**src/rtl/uart_pkg.sv**
```systemverilog
// uart_pkg
// Shared types and constants for the UART framers (RX now, TX later).
//   rx_state_t   : receive framer state encoding
//   OVERSAMPLE   : sample ticks per bit
//   DIV_DEFAULT  : clk cycles per oversample tick at the default clock/baud
//   calc_div()   : rounds clk_hz / (baud * OVERSAMPLE) to the nearest integer
package uart_pkg;

  localparam int OVERSAMPLE     = 16;
  localparam int CLK_HZ_DEFAULT = 50_000_000;
  localparam int BAUD_DEFAULT   = 115_200;

  function automatic int calc_div(input int clk_hz, input int baud);
    return (clk_hz + (baud * OVERSAMPLE) / 2) / (baud * OVERSAMPLE);
  endfunction

  localparam int DIV_DEFAULT = calc_div(CLK_HZ_DEFAULT, BAUD_DEFAULT);

  typedef enum logic [2:0] {
    IDLE,
    START,
    DATA,
    PARITY,
    STOP,
    WAIT_HI
  } rx_state_t;

endpackage

```
**src/rtl/baud_tick_gen.sv**
```systemverilog
// baud_tick_gen
// Oversample tick generator: counts 0..DIV-1 and flags tick on DIV-1.
// restart forces the count back to 0 so the tick phase can be aligned to an
// external event (the detected start edge on RX).
//   clk     : clock, rising edge
//   rst     : asynchronous active-low reset
//   restart : synchronous counter clear
//   tick    : high for one cycle every DIV cycles
module baud_tick_gen #(
  parameter int DIV = 27
) (
  input  logic clk,
  input  logic rst,
  input  logic restart,
  output logic tick
);

  localparam int CW = (DIV > 2) ? $clog2(DIV) : 1;

  logic [CW-1:0] cnt;

  assign tick = (cnt == CW'(DIV - 1));

  always_ff @(posedge clk or negedge rst) begin
    if (!rst) begin
      cnt <= '0;
    end else if (restart || tick) begin
      cnt <= '0;
    end else begin
      cnt <= cnt + CW'(1);
    end
  end

endmodule

```
**src/rtl/uart_rx_framer.sv**
```systemverilog
// uart_rx_framer
// 16x oversampling UART receiver feeding a FIFO write port. Default frame is
// 8N1; defining UART_RX_PARITY_EN adds an even parity bit (8E1). The port
// list is the same in both builds; parity_err is tied low without parity.
//   clk        : clock, rising edge
//   rst        : asynchronous active-low reset
//   rx_i       : raw serial line, idle high, asynchronous to clk
//   full       : FIFO full flag, sampled with the stop bit
//   wr_en      : one-cycle FIFO write strobe
//   wr_data    : received data, held until the next write
//   frame_err  : one-cycle pulse, stop bit sampled low
//   parity_err : one-cycle pulse, parity mismatch
//   overrun    : one-cycle pulse, good byte dropped because full was set
//   busy       : high whenever the framer is not idle
//
// state   | meaning
// IDLE    | line idle, waiting for rx_s low
// START   | validating start bit at its middle (sc=7)
// DATA    | sampling data bits at sc=15, LSB first
// PARITY  | sampling the even parity bit (parity build only)
// STOP    | sampling stop bit; write, overrun, parity or framing outcome
// WAIT_HI | after a framing error, wait for the line to return high
module uart_rx_framer
  import uart_pkg::*;
#(
  parameter int DIV       = DIV_DEFAULT,
  parameter int DATA_BITS = 8
) (
  input  logic                 clk,
  input  logic                 rst,
  input  logic                 rx_i,
  input  logic                 full,
  output logic                 wr_en,
  output logic [DATA_BITS-1:0] wr_data,
  output logic                 frame_err,
  output logic                 parity_err,
  output logic                 overrun,
  output logic                 busy
);

  localparam int BCW = $clog2(DATA_BITS + 1);

  rx_state_t            state;
  logic                 rx_m;
  logic                 rx_s;
  logic [3:0]           sc;
  logic [BCW-1:0]       bc;
  logic [DATA_BITS-1:0] sr;
  logic                 tick;
  logic                 restart;

  always_ff @(posedge clk or negedge rst) begin
    if (!rst) begin
      rx_m <= 1'b1;
      rx_s <= 1'b1;
    end else begin
      rx_m <= rx_i;
      rx_s <= rx_m;
    end
  end

  // Realigning the tick phase to the start edge puts every sample 8 ticks
  // after the edge plus a whole number of bits, i.e. mid bit.
  assign restart = (state == IDLE) && !rx_s;

  baud_tick_gen #(.DIV(DIV)) u_tick (
    .clk     (clk),
    .rst     (rst),
    .restart (restart),
    .tick    (tick)
  );

`ifdef UART_RX_PARITY_EN
  logic par_bad;
`else
  assign parity_err = 1'b0;
`endif

  always_ff @(posedge clk or negedge rst) begin
    if (!rst) begin
      state     <= IDLE;
      sc        <= '0;
      bc        <= '0;
      sr        <= '0;
      wr_en     <= 1'b0;
      wr_data   <= '0;
      frame_err <= 1'b0;
      overrun   <= 1'b0;
      busy      <= 1'b0;
`ifdef UART_RX_PARITY_EN
      parity_err <= 1'b0;
      par_bad    <= 1'b0;
`endif
    end else begin
      wr_en     <= 1'b0;
      frame_err <= 1'b0;
      overrun   <= 1'b0;
`ifdef UART_RX_PARITY_EN
      parity_err <= 1'b0;
`endif
      case (state)
        IDLE: begin
          if (!rx_s) begin
            state <= START;
            sc    <= '0;
            busy  <= 1'b1;
          end
        end
        START: begin
          if (tick) begin
            if (sc == 4'd7) begin
              if (rx_s) begin
                state <= IDLE;
                busy  <= 1'b0;
              end else begin
                state <= DATA;
                sc    <= '0;
                bc    <= '0;
              end
            end else begin
              sc <= sc + 4'd1;
            end
          end
        end
        DATA: begin
          if (tick) begin
            sc <= sc + 4'd1;
            if (sc == 4'd15) begin
              sr <= {rx_s, sr[DATA_BITS-1:1]};
              bc <= bc + BCW'(1);
              if (bc == BCW'(DATA_BITS - 1)) begin
`ifdef UART_RX_PARITY_EN
                state <= PARITY;
`else
                state <= STOP;
`endif
              end
            end
          end
        end
`ifdef UART_RX_PARITY_EN
        PARITY: begin
          if (tick) begin
            sc <= sc + 4'd1;
            if (sc == 4'd15) begin
              par_bad <= rx_s ^ (^sr);
              state   <= STOP;
            end
          end
        end
`endif
        STOP: begin
          if (tick) begin
            sc <= sc + 4'd1;
            if (sc == 4'd15) begin
              if (!rx_s) begin
                // Framing error wins over parity; hold off until the line
                // recovers so a break cannot look like a start bit.
                frame_err <= 1'b1;
                state     <= WAIT_HI;
              end else begin
                state <= IDLE;
                busy  <= 1'b0;
`ifdef UART_RX_PARITY_EN
                if (par_bad) begin
                  parity_err <= 1'b1;
                end else
`endif
                if (full) begin
                  overrun <= 1'b1;
                end else begin
                  wr_en   <= 1'b1;
                  wr_data <= sr;
                end
              end
            end
          end
        end
        WAIT_HI: begin
          if (rx_s) begin
            state <= IDLE;
            busy  <= 1'b0;
          end
        end
        default: begin
          state <= IDLE;
          busy  <= 1'b0;
        end
      endcase
    end
  end

endmodule

```
**config.mk**
```make
export PLATFORM = sky130hd
export DESIGN_NAME = uart_rx_framer
export DESIGN_NICKNAME = d
export VERILOG_FILES = /design/src/rtl/uart_pkg.sv /design/src/rtl/baud_tick_gen.sv /design/src/rtl/uart_rx_framer.sv
export SDC_FILE = /design/constraint.sdc
export NUM_CORES = 1
export LEC_CHECK = 0
export CAP_MARGIN = 0
export CORE_AREA = 5 5 78 80
export DETAILED_ROUTE_END_ITERATION = 12
export DIE_AREA = 0 0 83 85
export SLEW_MARGIN = 40
export SYNTH_ARGS = -nofsm -noshare
export SYNTH_HDL_FRONTEND = slang
export SYNTH_SLANG_ARGS = --single-unit
```
**constraint.sdc**
```tcl
create_clock -name clk -period 3 [get_ports clk]
set_input_delay 0.45 -clock clk [delete_from_list [all_inputs] [get_ports clk]]
set_output_delay 0.45 -clock clk [all_outputs]
set_load 0.05 [all_outputs]
```
After elaboration in Yosys (flattened, before gate mapping)

Index checks and enable logic that the tools add are counted.

Output and inout bits: 13
Input bits: 4
Bits in registers: 38

Equal/unequal tests: 19
Add/subtract/negate cells: 3
Reductions and logical operators: 13
Bitwise gates (word level): 2
Mux-type cells: 45

Operator list:

| kind                | number |
|---|---|
| $mux 4              | 9 |
| $mux 3              | 10 |
| $mux 1              | 20 |
| $pmux 3 s5          | 1 |
| $ne 2x2->1 const B  | 7 |
| $pmux 4 s3          | 1 |
| $reduce_and 6->1    | 2 |
| $reduce_and 9->1    | 1 |
| $add 4x1->4 const B | 2 |
| $eq 4x3->1 const B  | 2 |
| $ne 2x1->1 const B  | 4 |
| $pmux 4 s2          | 1 |
| $eq 3x3->1 const B  | 2 |
| $reduce_and 3->1    | 2 |
| $add 5x1->5 const B | 1 |
| $eq 5x5->1 const B  | 1 |
| $mux 5              | 1 |
| $pmux 1 s5          | 1 |
| $reduce_and 5->1    | 1 |
| $eq 4x4->1 const B  | 1 |
| $eq 3x1->1 const B  | 1 |
| $eq 3x2->1 const B  | 1 |
| $logic_not 3->1     | 1 |
| $reduce_bool 3->1   | 1 |
| other kinds (7)     | 8 |

Longest topological paths before layout

Gate-level depths: netlist of run 1.

Depth after elaboration: 5
Depth in mapped cells: 7
Gate-level depth less buffers: 6

Hierarchy

Synthesis of run 1 repeated with hierarchy kept, for this count alone.

Cell total of the unflattened synthesis: 168
Area, all modules: 1790.5 um2

Modules (own cells, without submodules):

| module         | times used | cells an instance | seq. area each (um2) | area each (um2) |
|---|---|---|---|---|
| uart_rx_framer | 1          | 146               | 828.3                | 1506.4 |
| baud_tick_gen  | 1          | 22                | 125.1                | 284.0 |

Least setup slack after synthesis of run 1

No wires, ideal clock.

Path type: register to register
Start: register u_tick.cnt[0]
End: register wr_data[0]
Arrival: 1.866 ns
Clock period less this slack: 1.991 ns
Buffers on the path: 0
Setup slack: 1.009 ns
Stages on the path, launching flop included: 7
Library setup time: 0.125 ns
Cells stage by stage: dfrtp_1 inv_1 ha_1 nand4b_4 or3b_4 nor3_4 mux2_2

Longest elaborated chain between the ends: 2

RTL lines:

| what                              | RTL line              | source |
|---|---|---|
| start, declared                   | baud_tick_gen.sv:20   | `logic [CW-1:0] cnt;` |
| start signal, assigned            | baud_tick_gen.sv:30   | `cnt <= cnt + CW'(1);` |
| $eq 5x5->1                        | baud_tick_gen.sv:22   | `assign tick = (cnt == CW'(DIV - 1));` |
| $reduce_and 5->1 (no source line) | -                     |  |
| end signal, assigned              | uart_rx_framer.sv:173 | `wr_data <= sr;` |
| end, declared                     | uart_rx_framer.sv:34  | `output logic [DATA_BITS-1:0] wr_data,` |

No other way between the ends.
A chain may end at the register's enable or synchronous reset.

Worst setup path in the final report of run 1

Start: register u_tick.cnt[0]
End: register wr_data[2]

The elaborated chain is that of the path after synthesis.

==> results.json, run 1 <==
{
  "r2r_slack_ns": 0.83,
  "rr_startpoint": "u_tick.cnt[0]",
  "syn-num-nets": 158,
  "arrival_ns": 2.33,
  "h-tree-depth": 2,
  "antenna_found_initial": 0,
  "setup_viol": 0,
  "syn_inst": 150,
  "rows": 27,
  "drt_iter0_markers": 93,
  "synthTopCellsByCount": "dfrtp_1, mux2_2, nor2_1, nand2_1, nand3_1",
  "drc": 0,
  "outcome": "finished, final reports clean",
  "firstDrtPassIters": 4,
  "rsz0062_at_grt": "no",
  "finalPower_uw": 881.1,
  "place_congestion": 0.8476,
  "min_path_type": "input pin to async pin",
  "cts.repair.resized": 0,
  "nets": 173,
  "fin_setup_tns_ns": 0,
  "cp_cell_sequence": "inv_1 -> ha_1 -> nand4b_4 -> or3b_4 -> nor3_4 -> mux2_2",
  "numClockSinks": 38,
  "leakage_uw": 0.0009134,
  "vias": 1193,
  "synth_top_area_share_pct": 50.10,
  "cts_made_buffers": 5,
  "r2r_cells": 6,
  "ir_drop_uv": 247.9,
  "fin_crit_sh_pct": 72.21,
  "gr-total-overflow": 0,
  "dieArea_mm2": 0.007055,
  "antenna_left": 0,
  "hold_viol": 0,
  "cp_max_fo": 10,
  "clk_path_buf_depth": 2,
  "pre_cts_slack_ns": 0.7997,
  "async_reset_ff_share_pct": 100.0,
  "core-area_mm2": 0.005338,
  "crit_slowest_cell": "or3b_4",
  "cap_viol_max_count": 0,
  "cts_setup_buffers": 0,
  "synth_area_leaders": "dfrtp_1, mux2_2, dfstp_2",
  "top_usage_layer": "met2",
  "yosys.area.top_type": "dfrtp_1",
  "use_met1_pct": 13.31,
  "final_layout_size_suffix_gt1_share_pct": 23.49,
  "syn_avg_cell_area_um2": 11.99,
  "r2r-end": "wr_data[2]",
  "syn_to_final_growth_pct": 16.49,
  "yosys.cell_types.count": 47,
  "ys_ff_latch": 38,
  "grt_pass1_vias": 1267,
  "io_pins": 17,
  "vias_per_cell": 5.013,
  "wl_per_cell_um": 13.43,
  "cpLargestDelayFamily": "simple AND/OR/NAND/NOR gates",
  "synth_area_mm2": 0.001798,
  "cts_root_buf": "clkbuf_8",
  "grt_use_met2_pct": 16.33,
  "skew_ns": 0.009022,
  "grt_pass1_wl_mm": 5.927,
  "cp_data_required_time_ns": 3.17,
  "path_class": "register to register",
  "setup_ws_ns": 0.8338,
  "path_buf_inv": 1,
  "path_clk_slew_ns": 0.08,
  "cts_hold_buf": 0,
  "routed_wl_mm": 3.197,
  "initial_core_util_pct": 33.68,
  "slew_headroom_pct": 65.66,
  "end_kind": "register",
  "dp_hpwl_mm": 2.363,
  "cts_tree": "done",
  "diodes": 0,
  "grt_max_degree": 39,
  "powerDensity_mw_per_mm2": 420.7,
  "startpoint_type": "register",
  "clk_latency_ns": 0.28,
  "grtUsageMet3_pct": 3.398,
  "synth-seq-area-share_pct": 53.03,
  "drv_slew": 0,
  "startpoint": "u_tick.cnt[0]",
  "yosys.cell_count.top_type": "dfrtp_1",
  "fillCellCount": 558,
  "period_needed_ns": 2.166,
  "fmax_mhz": 461.6,
  "die_y_um": 85,
  "grt_usage_pct": 10.21,
  "worstMarginPinSlew_ns": 0.5140,
  "die_x_um": 83,
  "ys_warn_count": 0,
  "ys.flop_type": "dfrtp_1",
  "critPathMaxStageDelay_ns": 0.47,
  "io_buffers": 15,
  "synth_edf_count": 0
}
## kinds of logic after synthesis
family,synth area share [%]
XOR/XNOR,1.949
AO/OA/AOI/OAI,11.27
flip-flops,53.03
AND/OR/NAND/NOR,15.59
adder cells (fa/ha/maj),2.784
multiplexers,12.39
buffers and inverters,2.784
other,0.2086
## worst register-to-register path, cell delays in order (launching register included)
cell,delay (ns)
dfrtp_1,0.41
inv_1,0.07
ha_1,0.19
nand4b_4,0.18
or3b_4,0.48
nor3_4,0.34
mux2_2,0.39
## sequential cells by signal, indices dropped and copies added (netlist names)
signal      flops
sr              8
wr_data         8
u_tick.cnt      5
bc              4
sc              4
state           3
busy            1
frame_err       1
overrun         1
rx_m            1
rx_s            1
wr_en           1
## cells in the final DEF (no fill, tap or decap), drive strengths merged, types with 4 or more instances in the layout
cell	count
clkbuf	5
clkdlybuf4s50	14
dfrtp	36
ha	4
mux2	18
nand2	8
nand3	6
nor2	12
nor3	4
nor3b	4
o22ai	4
## power breakdown
part | leakage, uW | internal, uW | switching [uW]
combinational | 0.000375 | 4.43 | 16.4
sequential | 0.000494 | 514 | 1.75
clock | 0.0000441 | 163 | 181
total | 0.000913 | 682 | 199
## through the flow
stage / cells / utilization, % / cell area, um2 / hold slack [ns]
2_1_floorplan: 150 / - / 1798 / 0.1544
3_3_place_gp: 230 / 37.51 / 2002 / 0.3459
3_5_place_dp: 230 / 37.51 / 2002 / 0.3472
4_1_cts: 238 / 39.19 / 2092 / 0.2855
5_1_grt: 238 / 39.24 / 2095 / 0.1486
6_report: 238 / 39.24 / 2095 / 0.1119
## final cells by class
type / instances / area [um2] / share of cell area, %
clock buffers: 5 / 68.82 / 3.286
flip-flops and latches: 38 / 953.4 / 45.52
well taps: 72 / 90.09 / 4.301
multi-input cells: 101 / 794.5 / 37.93
inverters: 3 / 11.26 / 0.5376
repair buffers: 16 / 155.1 / 7.407
clock inverters: 3 / 21.27 / 1.016
## layer usage
layer | wire [um] | share of wire [%]
met4 | 0 | 0
met3 | 111 | 3.5
met5 | 0 | 0
met2 | 1638 | 51
met1 | 1447 | 45
## worst max path at each step
stage / cells past startpoint / end / slack [ns]
6_report: 6 / wr_data[2] / 0.83
5_1_grt: 6 / wr_data[1] / 0.71
2_1_floorplan: 6 / wr_data[0] / 1.01
4_1_cts: 6 / wr_data[5] / 0.81
3_3_place_gp: 6 / wr_data[0] / 0.88
3_5_place_dp: 6 / wr_data[5] / 0.80
Power figures use the tool's default switching activity.
==> run 2: changes to the inputs <==
==> constraint.sdc (replaced) <==
create_clock -name clk -period 2.1 [get_ports clk]
set_input_delay 0.315 -clock clk [delete_from_list [all_inputs] [get_ports clk]]
set_output_delay 0.315 -clock clk [all_outputs]
set_load 0.05 [all_outputs]
==> run 2 against run 1 <==
The run now ends with hold timing left. Worst hold slack lost 0.13 ns. Final cell count is 3.4% higher. Worst setup slack worse by 0.73 ns. Sequential power up 43%. Highest routed layer is now met4.
==> results.json, run 2 (synthesis gave the netlist of run 1 again) <==
{
  "die_y_um": 85,
  "initial_core_util_pct": 33.68,
  "layout_commonest_cell": "dfrtp_1",
  "syn_to_final_growth_pct": 20.60,
  "io_buffers": 15,
  "arrival_ns": 2.17,
  "failed_checks": "hold timing",
  "skew_ns": 0.006491,
  "cts_tree": "done",
  "antenna_left": 0,
  "drv_slew": 0,
  "whs_ns": -0.02211,
  "cp_data_required_time_ns": 2.27,
  "rr_startpoint": "u_tick.cnt[0]",
  "clk_path_buf_depth": 2,
  "dieArea_mm2": 0.007055,
  "period_needed_ns": 2.000,
  "gr-total-overflow": 0,
  "layout_common_cells": "dfrtp_1, mux2_2, clkdlybuf4s50_1",
  "antenna_found_initial": 0,
  "firstDrtPassIters": 4,
  "grt_usage_pct": 10.51,
  "fin_crit_sh_pct": 95.26,
  "ir_drop_uv": 341.7,
  "routed_wl_mm": 3.300,
  "startpoint_type": "register",
  "slew_headroom_pct": 66.05,
  "drc": 0,
  "dp_hpwl_mm": 2.349,
  "numClockSinks": 38,
  "cp_max_fo": 8,
  "worstMarginPinSlew_ns": 0.5077,
  "h-tree-depth": 2,
  "finish.instance_area_mm2": 0.002168,
  "nets": 181,
  "place_congestion": 0.7888,
  "fin_setup_tns_ns": 0,
  "startpoint": "u_tick.cnt[0]",
  "grt_pass1_wl_mm": 6.168,
  "cts_root_buf": "clkbuf_8",
  "io_pins": 17,
  "placed_area_mm2": 0.002047,
  "drt_iter0_markers": 196,
  "powerDensity_mw_per_mm2": 589.6,
  "min_path_type": "input pin to async pin",
  "leakage_uw": 0.0009596,
  "top_regs": "sr x8, wr_data x8, u_tick.cnt x5",
  "setup_viol": 0,
  "wl_per_cell_um": 13.41,
  "cts_hold_buf": 0,
  "core-area_mm2": 0.005338,
  "final_layout_size_suffix_gt1_share_pct": 26.44,
  "path_clk_slew_ns": 0.08,
  "fmax_mhz": 499.9,
  "clk_latency_ns": 0.28,
  "grt_pass1_vias": 1339,
  "cts.repair.resized": 0,
  "vias_per_cell": 4.959,
  "rsz0062_at_grt": "no",
  "path_class": "register to register",
  "vias": 1220,
  "end_kind": "register",
  "outcome": "finished, violations left",
  "hold_viol": 36,
  "die_x_um": 83,
  "cts_setup_buffers": 0,
  "cts_made_buffers": 5,
  "grt_max_degree": 39,
  "rows": 27,
  "cap_viol_max_count": 0,
  "diodes": 0
}
## run 2: cell type report
cell class,count,area (um2)
tap,72,90.09
fill,528,3169
multi-input combinational,101,794.5
clock inverter,1,5.005
sequential,38,953.4
timing repair buffer,24,227.7
clock buffer,7,86.33
inverter,3,11.26
## run 2: stage by stage
stage	util, %	worst slack (ns)	instances	power, uW
after floorplan	-	0.1091	150	762.0
after global placement	38.35	0.09356	236	781.6
after detailed placement	38.35	0.02731	236	782.2
after CTS	40.06	0.02597	244	1298
after global routing	40.62	0.0006370	246	1335
final	40.62	0.09955	246	1278
## run 2: worst paths after layout
kind | to | slack (ns) | depth (start not counted)
max | wr_data[4] | 0.1 | 7
min | state[2] | -0.02 | 1
max reg2reg | wr_data[4] | 0.1 | 7
min reg2reg | rx_s | 0.36 | 0
max in group asynchronous | rx_m | 1.76 | 1
min in group clk | rx_s | 0.36 | 0
## run 2: power by group
part	leakage [uW]	switching, uW	internal, uW
clock network	0.0000482	246	265
logic	0.000417	23.4	6.30
registers	0.000494	2.52	735
## run 2: critical path: stages, from the launching register on
cell	delay, ns
dfrtp_1	0.40
inv_1	0.07
ha_1	0.19
nand4b_4	0.11
or3b_4	0.44
nor3_4	0.21
buf_12	0.14
mux2_2	0.33
## run 2: routing by layer
| layer | share of wire (%) | GRT usage [%] |
|---|---|---|
| met1 | 46 | 13.37 |
| met2 | 49 | 17.27 |
| met3 | 3.8 | 2.621 |
| met4 | 0.48 | 4.012 |
| met5 | 0 | 0 |
==> run 3: changes to the inputs <==
--- a/config.mk
+++ b/config.mk
@@ -5,10 +5,13 @@
 export SDC_FILE = /design/constraint.sdc
 export NUM_CORES = 1
 export LEC_CHECK = 0
+export ABC_AREA = 0
 export CAP_MARGIN = 0
-export CORE_AREA = 5 5 78 80
+export CORE_AREA = 5 5 64 66
 export DETAILED_ROUTE_END_ITERATION = 12
-export DIE_AREA = 0 0 83 85
+export DIE_AREA = 0 0 69 71
+export PLACE_DENSITY = 0.74
+export SETUP_SLACK_MARGIN = 0.02
 export SLEW_MARGIN = 40
 export SYNTH_ARGS = -nofsm -noshare
 export SYNTH_HDL_FRONTEND = slang
==> run 3 against run 2 <==
Sequential cell count is the same. Largest power group unchanged. Count of clock-buffer cells in the layout shrank 2. Worst setup slack lost 0.0092 ns. Maximum frequency shrank 0.46%. Sequential power is essentially flat. Register-to-register slack is essentially flat. Non-clock buffer count grew 2. Largest cell class unchanged. Critical path type unchanged. The flow now finishes without violations. Power shrank 1.9%. Via count grew 4.1%. Routed wire length grew 9.9%. Critical endpoint is now wr_data[7]. Worst hold slack gained 0.38 ns. Combinational power grew 8.1%.
==> results.json, run 3 (synthesis gave the netlist of run 1 again) <==
{
  "outcome": "finished, final reports clean",
  "place_congestion": 0.8621,
  "min_path_type": "register to register",
  "drc": 0,
  "core-area_mm2": 0.003523,
  "top_regs": "sr x8, wr_data x8, u_tick.cnt x5",
  "path_class": "register to register",
  "io_buffers": 15,
  "firstDrtPassIters": 4,
  "grt_max_degree": 39,
  "die_x_um": 69,
  "crit_slowest_cell": "dfrtp_1",
  "skew_ns": 0.01404,
  "use_met1_pct": 17.80,
  "finalPower_uw": 1254,
  "cp_max_fo": 7,
  "antenna_found_initial": 0,
  "grt_pass1_vias": 1336,
  "cts_made_buffers": 5,
  "pre_cts_slack_ns": 0.02039,
  "cts_hold_buf": 0,
  "layout_common_cells": "dfrtp_1, mux2_2, clkdlybuf4s50_1",
  "drt_iter0_markers": 106,
  "powerDensity_mw_per_mm2": 583.4,
  "dieArea_mm2": 0.004899,
  "cts_tree": "done",
  "path_clk_slew_ns": 0.11,
  "grt_use_met2_pct": 25.85,
  "rsz0062_at_grt": "yes",
  "startpoint_type": "register",
  "fin_crit_sh_pct": 95.70,
  "diodes": 0,
  "layout_commonest_cell": "dfrtp_1",
  "nets": 183,
  "cap_viol_max_count": 0,
  "slew_headroom_pct": 63.88,
  "whs_ns": 0.3621,
  "grt_usage_pct": 15.14,
  "rows": 22,
  "cts_root_buf": "clkbuf_4",
  "top_usage_layer": "met2",
  "setup_ws_ns": 0.09039,
  "vias_per_cell": 5.670,
  "cp_data_required_time_ns": 2.32,
  "critPathMaxStageDelay_ns": 0.49,
  "clk_latency_ns": 0.34,
  "finish.instance_area_mm2": 0.002150,
  "path_buf_inv": 1,
  "initial_core_util_pct": 51.03,
  "io_pins": 17,
  "cpLargestDelayFamily": "simple AND/OR/NAND/NOR gates",
  "die_y_um": 71,
  "numClockSinks": 38,
  "gr-total-overflow": 0,
  "clk_path_buf_depth": 2,
  "end_kind": "register",
  "grt_pass1_wl_mm": 5.940,
  "fillCellCount": 306,
  "fmax_mhz": 497.6,
  "ir_drop_uv": 513.4,
  "worstMarginPinSlew_ns": 0.5406,
  "hold_viol": 0,
  "leakage_uw": 0.0009624,
  "period_needed_ns": 2.010,
  "setup_viol": 0,
  "dp_hpwl_mm": 2.522,
  "arrival_ns": 2.23,
  "fin_setup_tns_ns": 0,
  "syn_to_final_growth_pct": 19.55,
  "wl_per_cell_um": 16.19,
  "final_layout_size_suffix_gt1_share_pct": 28.98,
  "grtUsageMet3_pct": 3.835,
  "h-tree-depth": 2,
  "antenna_left": 0,
  "routed_wl_mm": 3.627,
  "placed_area_mm2": 0.002022,
  "drv_slew": 0,
  "vias": 1270,
  "cp_cell_sequence": "nor3b_2 -> or3b_4 -> nor3_4 -> buf_4 -> mux2_2"
}
## run 3: cell types whose count changed in the layout (fill, tap and decap cells not counted), moves of 2 or more
cell,delta
clkbuf_8,-6
clkbuf_4,+5
buf_4,+2
ha_1,-2
## run 3: final timing paths
check                           startpoint         end  slack (ns)  cells after the start
worst max-delay path              state[2]  wr_data[7]        0.09                      5
worst min-delay path                  rx_m        rx_s        0.36                      0
worst max register to register    state[2]  wr_data[7]        0.09                      5
worst min register to register        rx_m        rx_s        0.36                      0
max in group asynchronous              rst        rx_m        1.36                      2
min in group asynchronous              rst   frame_err        0.38                      2
## run 3: worst register-to-register path, cell delays in order (launching register included)
cell	delay (ns)
dfrtp_1	0.49
nor3b_2	0.27
or3b_4	0.44
nor3_4	0.21
buf_4	0.16
mux2_2	0.33
## run 3: metrics by stage
step,std cells,utilization [%]
2_1_floorplan,150,-
3_3_place_gp,212,57.39
3_5_place_dp,212,57.39
4_1_cts,222,60.01
5_1_grt,224,61.01
6_report,224,61.01
## run 3: where the power goes
group	internal, uW	total [uW]	leakage (uW)	switching, uW
Combinational	7.93	32.1	0.000423	24.1
Sequential	735	738	0.000494	2.55
Clock	247	485	0.0000450	238
## run 3: metal layers
layer / share of wire [%] / vias up
met3: 3.8 / 4
met4: 1.1 / 0
li1: - / 590
met5: 0 / -
met2: 53 / 38
met1: 42 / 638
## run 3: area by class of cell
cell class	instances	area, um2	share of cell area [%]
Clock buffer	5	37.54	1.746
Clock inverter	3	40.04	1.863
Inverter	3	11.26	0.5239
Multi-Input combinational cell	101	814.5	37.89
Sequential cell	38	953.4	44.35
Tap cell	48	60.06	2.794
Timing Repair Buffer	26	232.7	10.83
## run 3: what timing repair did
item | 4_1_cts | 5_1_grt
setup endpoints to repair | 8 | 9
setup buffers | 2 | 2
pin swaps | 1 | 0
resized for setup | 0 | 4
hold endpoints to repair | 0 | 0
